===== src/rtl/dmem_ctrl.sv =====
`default_nettype none
// ============================================================================
// Module   : dmem_ctrl
// Brief    : MEM-stage to data-memory bus controller (valid/ready, lane steering,
//            load extension, pipeline stall).
// Revision : 1.0
// ============================================================================
module dmem_ctrl (
    input  logic        clk,
    input  logic        rst,
    input  logic [31:0] req_addr,
    input  logic [31:0] req_wdata,
    input  logic [1:0]  req_size,
    input  logic        req_read,
    input  logic        req_write,
    input  logic        req_unsigned,
    output logic        stall,
    output logic        misaligned,
    output logic [31:0] rdata,
    output logic        rdata_valid,
    output logic        bus_valid,
    output logic        bus_we,
    output logic [31:0] bus_addr,
    output logic [3:0]  bus_be,
    output logic [31:0] bus_wdata,
    input  logic        bus_ready,
    input  logic [31:0] bus_rdata
);

    localparam logic [1:0] ST_IDLE = 2'd0;
    localparam logic [1:0] ST_REQ  = 2'd1;
    localparam logic [1:0] ST_DONE = 2'd2;

    localparam logic [1:0] SZ_HALF = 2'd1;
    localparam logic [1:0] SZ_BYTE = 2'd2;

    logic [1:0]  state_q, state_d;
    logic [31:0] addr_q;
    logic [1:0]  lane_q;
    logic        we_q;
    logic [3:0]  be_q, be_d;
    logic [31:0] wdata_q, wdata_d;
    logic [1:0]  size_q;
    logic        uns_q;
    logic [31:0] rdata_q, load_d;
    logic        rdata_valid_q;

    logic        req_present;
    logic        is_half, is_byte, is_word;
    logic        start;
    logic [7:0]  ld_byte;
    logic [15:0] ld_half;

    assign req_present = req_read | req_write;
    assign is_half     = (req_size == SZ_HALF);
    assign is_byte     = (req_size == SZ_BYTE);
    assign is_word     = !is_half && !is_byte;
    assign misaligned  = req_present &
                         ((is_half & req_addr[0]) | (is_word & (req_addr[1:0] != 2'b00)));
    assign start       = (state_q == ST_IDLE) && req_present && !misaligned;

    always_comb begin
        be_d    = 4'b1111;
        wdata_d = req_wdata;
        if (is_byte) begin
            be_d    = 4'b0001 << req_addr[1:0];
            wdata_d = {4{req_wdata[7:0]}};
        end else if (is_half) begin
            be_d    = req_addr[1] ? 4'b1100 : 4'b0011;
            wdata_d = {2{req_wdata[15:0]}};
        end
    end

    // Lane select and extension use the latched access, not the live request.
    always_comb begin
        ld_byte = bus_rdata[7:0];
        case (lane_q)
            2'd1:    ld_byte = bus_rdata[15:8];
            2'd2:    ld_byte = bus_rdata[23:16];
            2'd3:    ld_byte = bus_rdata[31:24];
            default: ld_byte = bus_rdata[7:0];
        endcase
        ld_half = lane_q[1] ? bus_rdata[31:16] : bus_rdata[15:0];
        load_d  = bus_rdata;
        if (size_q == SZ_BYTE) begin
            load_d = {{24{ld_byte[7] & !uns_q}}, ld_byte};
        end else if (size_q == SZ_HALF) begin
            load_d = {{16{ld_half[15] & !uns_q}}, ld_half};
        end
    end

    always_ff @(posedge clk) begin
        if (rst) begin
            state_q <= ST_IDLE;
        end else begin
            state_q <= state_d;
        end
    end

    always_comb begin
        state_d = state_q;
        case (state_q)
            ST_IDLE: if (start) state_d = ST_REQ;
            ST_REQ:  if (bus_ready) state_d = ST_DONE;
            ST_DONE: state_d = ST_IDLE;
            default: state_d = ST_IDLE;
        endcase
    end

    always_comb begin
        bus_valid = (state_q == ST_REQ);
        stall     = start || (state_q == ST_REQ);
    end

    always_ff @(posedge clk) begin
        if (rst) begin
            addr_q        <= 32'd0;
            lane_q        <= 2'd0;
            we_q          <= 1'b0;
            be_q          <= 4'd0;
            wdata_q       <= 32'd0;
            size_q        <= 2'd0;
            uns_q         <= 1'b0;
            rdata_q       <= 32'd0;
            rdata_valid_q <= 1'b0;
        end else begin
            rdata_valid_q <= 1'b0;
            if (start) begin
                addr_q  <= {req_addr[31:2], 2'b00};
                lane_q  <= req_addr[1:0];
                we_q    <= req_write;
                be_q    <= be_d;
                wdata_q <= wdata_d;
                size_q  <= req_size;
                uns_q   <= req_unsigned;
            end
            if ((state_q == ST_REQ) && bus_ready && !we_q) begin
                rdata_q       <= load_d;
                rdata_valid_q <= 1'b1;
            end
        end
    end

    assign bus_we      = we_q;
    assign bus_addr    = addr_q;
    assign bus_be      = be_q;
    assign bus_wdata   = wdata_q;
    assign rdata       = rdata_q;
    assign rdata_valid = rdata_valid_q;

endmodule
`default_nettype wire

===== config.mk =====
export PLATFORM = sky130hd
export DESIGN_NAME = dmem_ctrl
export DESIGN_NICKNAME = d
export VERILOG_FILES = /design/src/rtl/dmem_ctrl.sv
export SDC_FILE = /design/constraint.sdc
export NUM_CORES = 1
export LEC_CHECK = 0
export CAP_MARGIN = 20
export CORE_MARGIN = 2
export CORE_UTILIZATION = 40
export CTS_CLUSTER_DIAMETER = 100
export DETAILED_ROUTE_END_ITERATION = 10
export PLACE_DENSITY = 0.79
export SETUP_SLACK_MARGIN = 0.02
export SYNTH_ARGS = -nofsm -noshare
export SYNTH_HDL_FRONTEND = slang
export SYNTH_SLANG_ARGS = --single-unit

===== constraint.sdc =====
create_clock -name clk -period 2.32 [get_ports clk]
set_input_delay 0.464 -clock clk [delete_from_list [all_inputs] [get_ports clk]]
set_output_delay 0.464 -clock clk [all_outputs]
set_load 0.02 [all_outputs]

==> reports/qor.yml, run 1 <==
drtPass1Iterations: 5
setup-tns-final_ps: 0
start_util: 0.408
vias_per_cell: 5.37
crit_type: "in -> out"
power_mw: 5.12
antenna_cells: 0
fin_area_um2: 7430
p_leak_nw: 2.86
clkSinkCount: 107
hold_viol: 0
final_common_cell: "clkdlybuf4s50_1"
cts_tree: "done"
cts_htree_levels: 3
area_growth_syn_to_layout_pct: 52.0
hold_class: "reg -> reg"
drc: 0
synth_enable_flop_cells: 0
place_ws_ps: -583
synthFlopType: "dfxtp_1"
skew_ps: 6.04
critPathMaxFanout: 3
worstPathArrival_ps: 1650
avgSynthCellArea_um2: 8.00
place_area_um2: 7120
power_density_nw_per_um2: 690
die_area_um2: 13100
final_cells: 949
drt-total-wl_mm: 15.5
async_flop_share: 0
utilization: 0.621
clk_pin_slew_ps: 70
timing.hold.ws_ps: 457
gp_congestion: 0.867
start_kind: "input port"
final_cell_mix: "201 x clkdlybuf4s50_1, 146 x nand2_1, 107 x dfxtp_1"
die_h_um: 115
period_needed_ps: 2120
ios: 209
min_period_over_period: 0.913
hpwl_mm: 11.6
num_rows: 40
dr_total_vias: 5096
maxSlewViolCount: 0
insertion_delay_ps: 340
cts_hold_buf: 0
rsz0062_at_grt: "no"
status: "finished, final reports clean"
fill_cells: 1031
drv_cap: 0
coreArea_um2: 12000
grt_pass1_wl_mm: 23.8
yosys_warnings: 0
relSlewSlack: 0.341
grt_start_max_net_pins: 65
synth_cells: 611
numCtsBuffers: 9
overflow: 0
clk_path_buf_depth: 2
layout-drive-gt1-share: 0.0698
yosysSeqAreaShare: 0.438
vdd_drop_max_mv: 0.366
placed_cells: 935
setup-violations-final: 0
antenna_found_initial: 0
cts_root_buf: "clkbuf_16"
grt_usage: 0.227
critPathCaptureType: "output port"
grt_pass1_vias: 4760
tightest_slew_ps: 984
wl_per_cell_um: 16.4
die_w_um: 115
drtAntennaViolNets: 0
nets: 905
drt_iter0_drc: 333
synth_seq_cells: 107
portBuffers: 206
cp.required_ps: 1860
syn_area_um2: 4890
synth_cell_types: 38
setup_ws_ps: 202
fmax_mhz: 472
[flip-flops by register name, summed over array words and instances, names as in the netlist]
signal,cells
rdata,32
bus_addr,30
bus_be,4
lane_q,2
bus_we,1
bus_wdata,32
uns_q,1
rdata_valid,1
size_q,2
state_q,2
[critical path: stages]
cell	delay, ps
dlygate4sd2_1	250
buf_4	140
ha_1	210
nor2_1	110
buf_4	150
o221ai_4	110
nand2b_1	110
buf_6	120
[cells by family (layout without fill, tap and decap cells)]
| group | after synthesis | count (layout) | share of synthesized area |
|---|---|---|---|
| and+or+nand+nor | 240 | 240 | 0.210 |
| adders and majority gates | 2 | 2 | 0.00512 |
| muxes | 18 | 18 | 0.0548 |
| buffers and inverters | 68 | 258 | 0.0661 |
| DFF | 107 | 107 | 0.438 |
| other | 1 | 2 | 0.000768 |
| AOI/OAI and AO/OA | 175 | 175 | 0.225 |
[timing repair]
| item | 4_1_cts | 5_1_grt |
|---|---|---|
| buffers inserted | 0 | 0 |
| hold endpoints to repair | 0 | 0 |
| gates resized for setup | 16 | 0 |
| setup endpoints to repair | 2 | 0 |
[routing by layer]
metal / vias up / routed length (um) / GRT usage
met5: - / 0 / 0
met1: 2382 / 6480 / 0.278
met2: 187 / 7680 / 0.389
li1: 2489 / - / -
met3: 38 / 863 / 0.0365
met4: 0 / 511 / 0.107
[final timing paths]
kind | startpoint | endpoint | slack (ps) | cells after the start
setup / recovery | req_size[0] | stall | 200 | 8
hold / removal | bus_wdata[28]$_SDFFE_PP0P_ | bus_wdata[28]$_SDFFE_PP0P_ | 460 | 2
setup reg to reg | size_q[0]$_SDFFE_PP0P_ | rdata[25]$_SDFFE_PP0P_ | 250 | 4
hold reg to reg | bus_wdata[28]$_SDFFE_PP0P_ | bus_wdata[28]$_SDFFE_PP0P_ | 460 | 2
[Yosys cell counts, drive strengths merged (4+ instances only)]
master / instances / area share
a211o: 16 / 0.029
a311oi: 17 / 0.030
a221oi: 7 / 0.013
a211oi: 19 / 0.029
nor2: 43 / 0.033
nor3: 4 / 0.0041
inv: 10 / 0.0077
mux4: 7 / 0.032
nand3: 15 / 0.015
o21ai: 23 / 0.024
nand2: 146 / 0.11
mux2i: 11 / 0.023
nand2b: 20 / 0.026
dfxtp: 107 / 0.44
buf: 23 / 0.031
clkbuf: 34 / 0.026
a21oi: 87 / 0.089
[where the power goes]
group	leakage, nW	internal, mW	switching (mW)
Clock	0.145	0.933	0.643
Combinational	1.84	0.691	0.752
Sequential	0.877	2.00	0.100
Total	2.86	3.63	1.50
[cell type report]
class                   count  area [um2]  share of cell area
well taps                 147         184              0.0248
multi-input cells         437        2470               0.332
repair buffers            233        2290               0.309
flip-flops and latches    107        2140               0.288
inverters                  11        41.3             0.00556
clock buffers              11         233              0.0313
clock inverters             3        65.1             0.00876
Power figures use the tool's default switching activity.
==> run 2, diff against run 1 <==
--- a/config.mk
+++ b/config.mk
@@ -5,6 +5,7 @@
 export SDC_FILE = /design/constraint.sdc
 export NUM_CORES = 1
 export LEC_CHECK = 0
+export ABC_AREA = 0
 export CAP_MARGIN = 20
 export CORE_MARGIN = 2
 export CORE_UTILIZATION = 40
==> results of run 2 <==
Same layout as run 1: the final DEF is identical, and so are final timing and power.
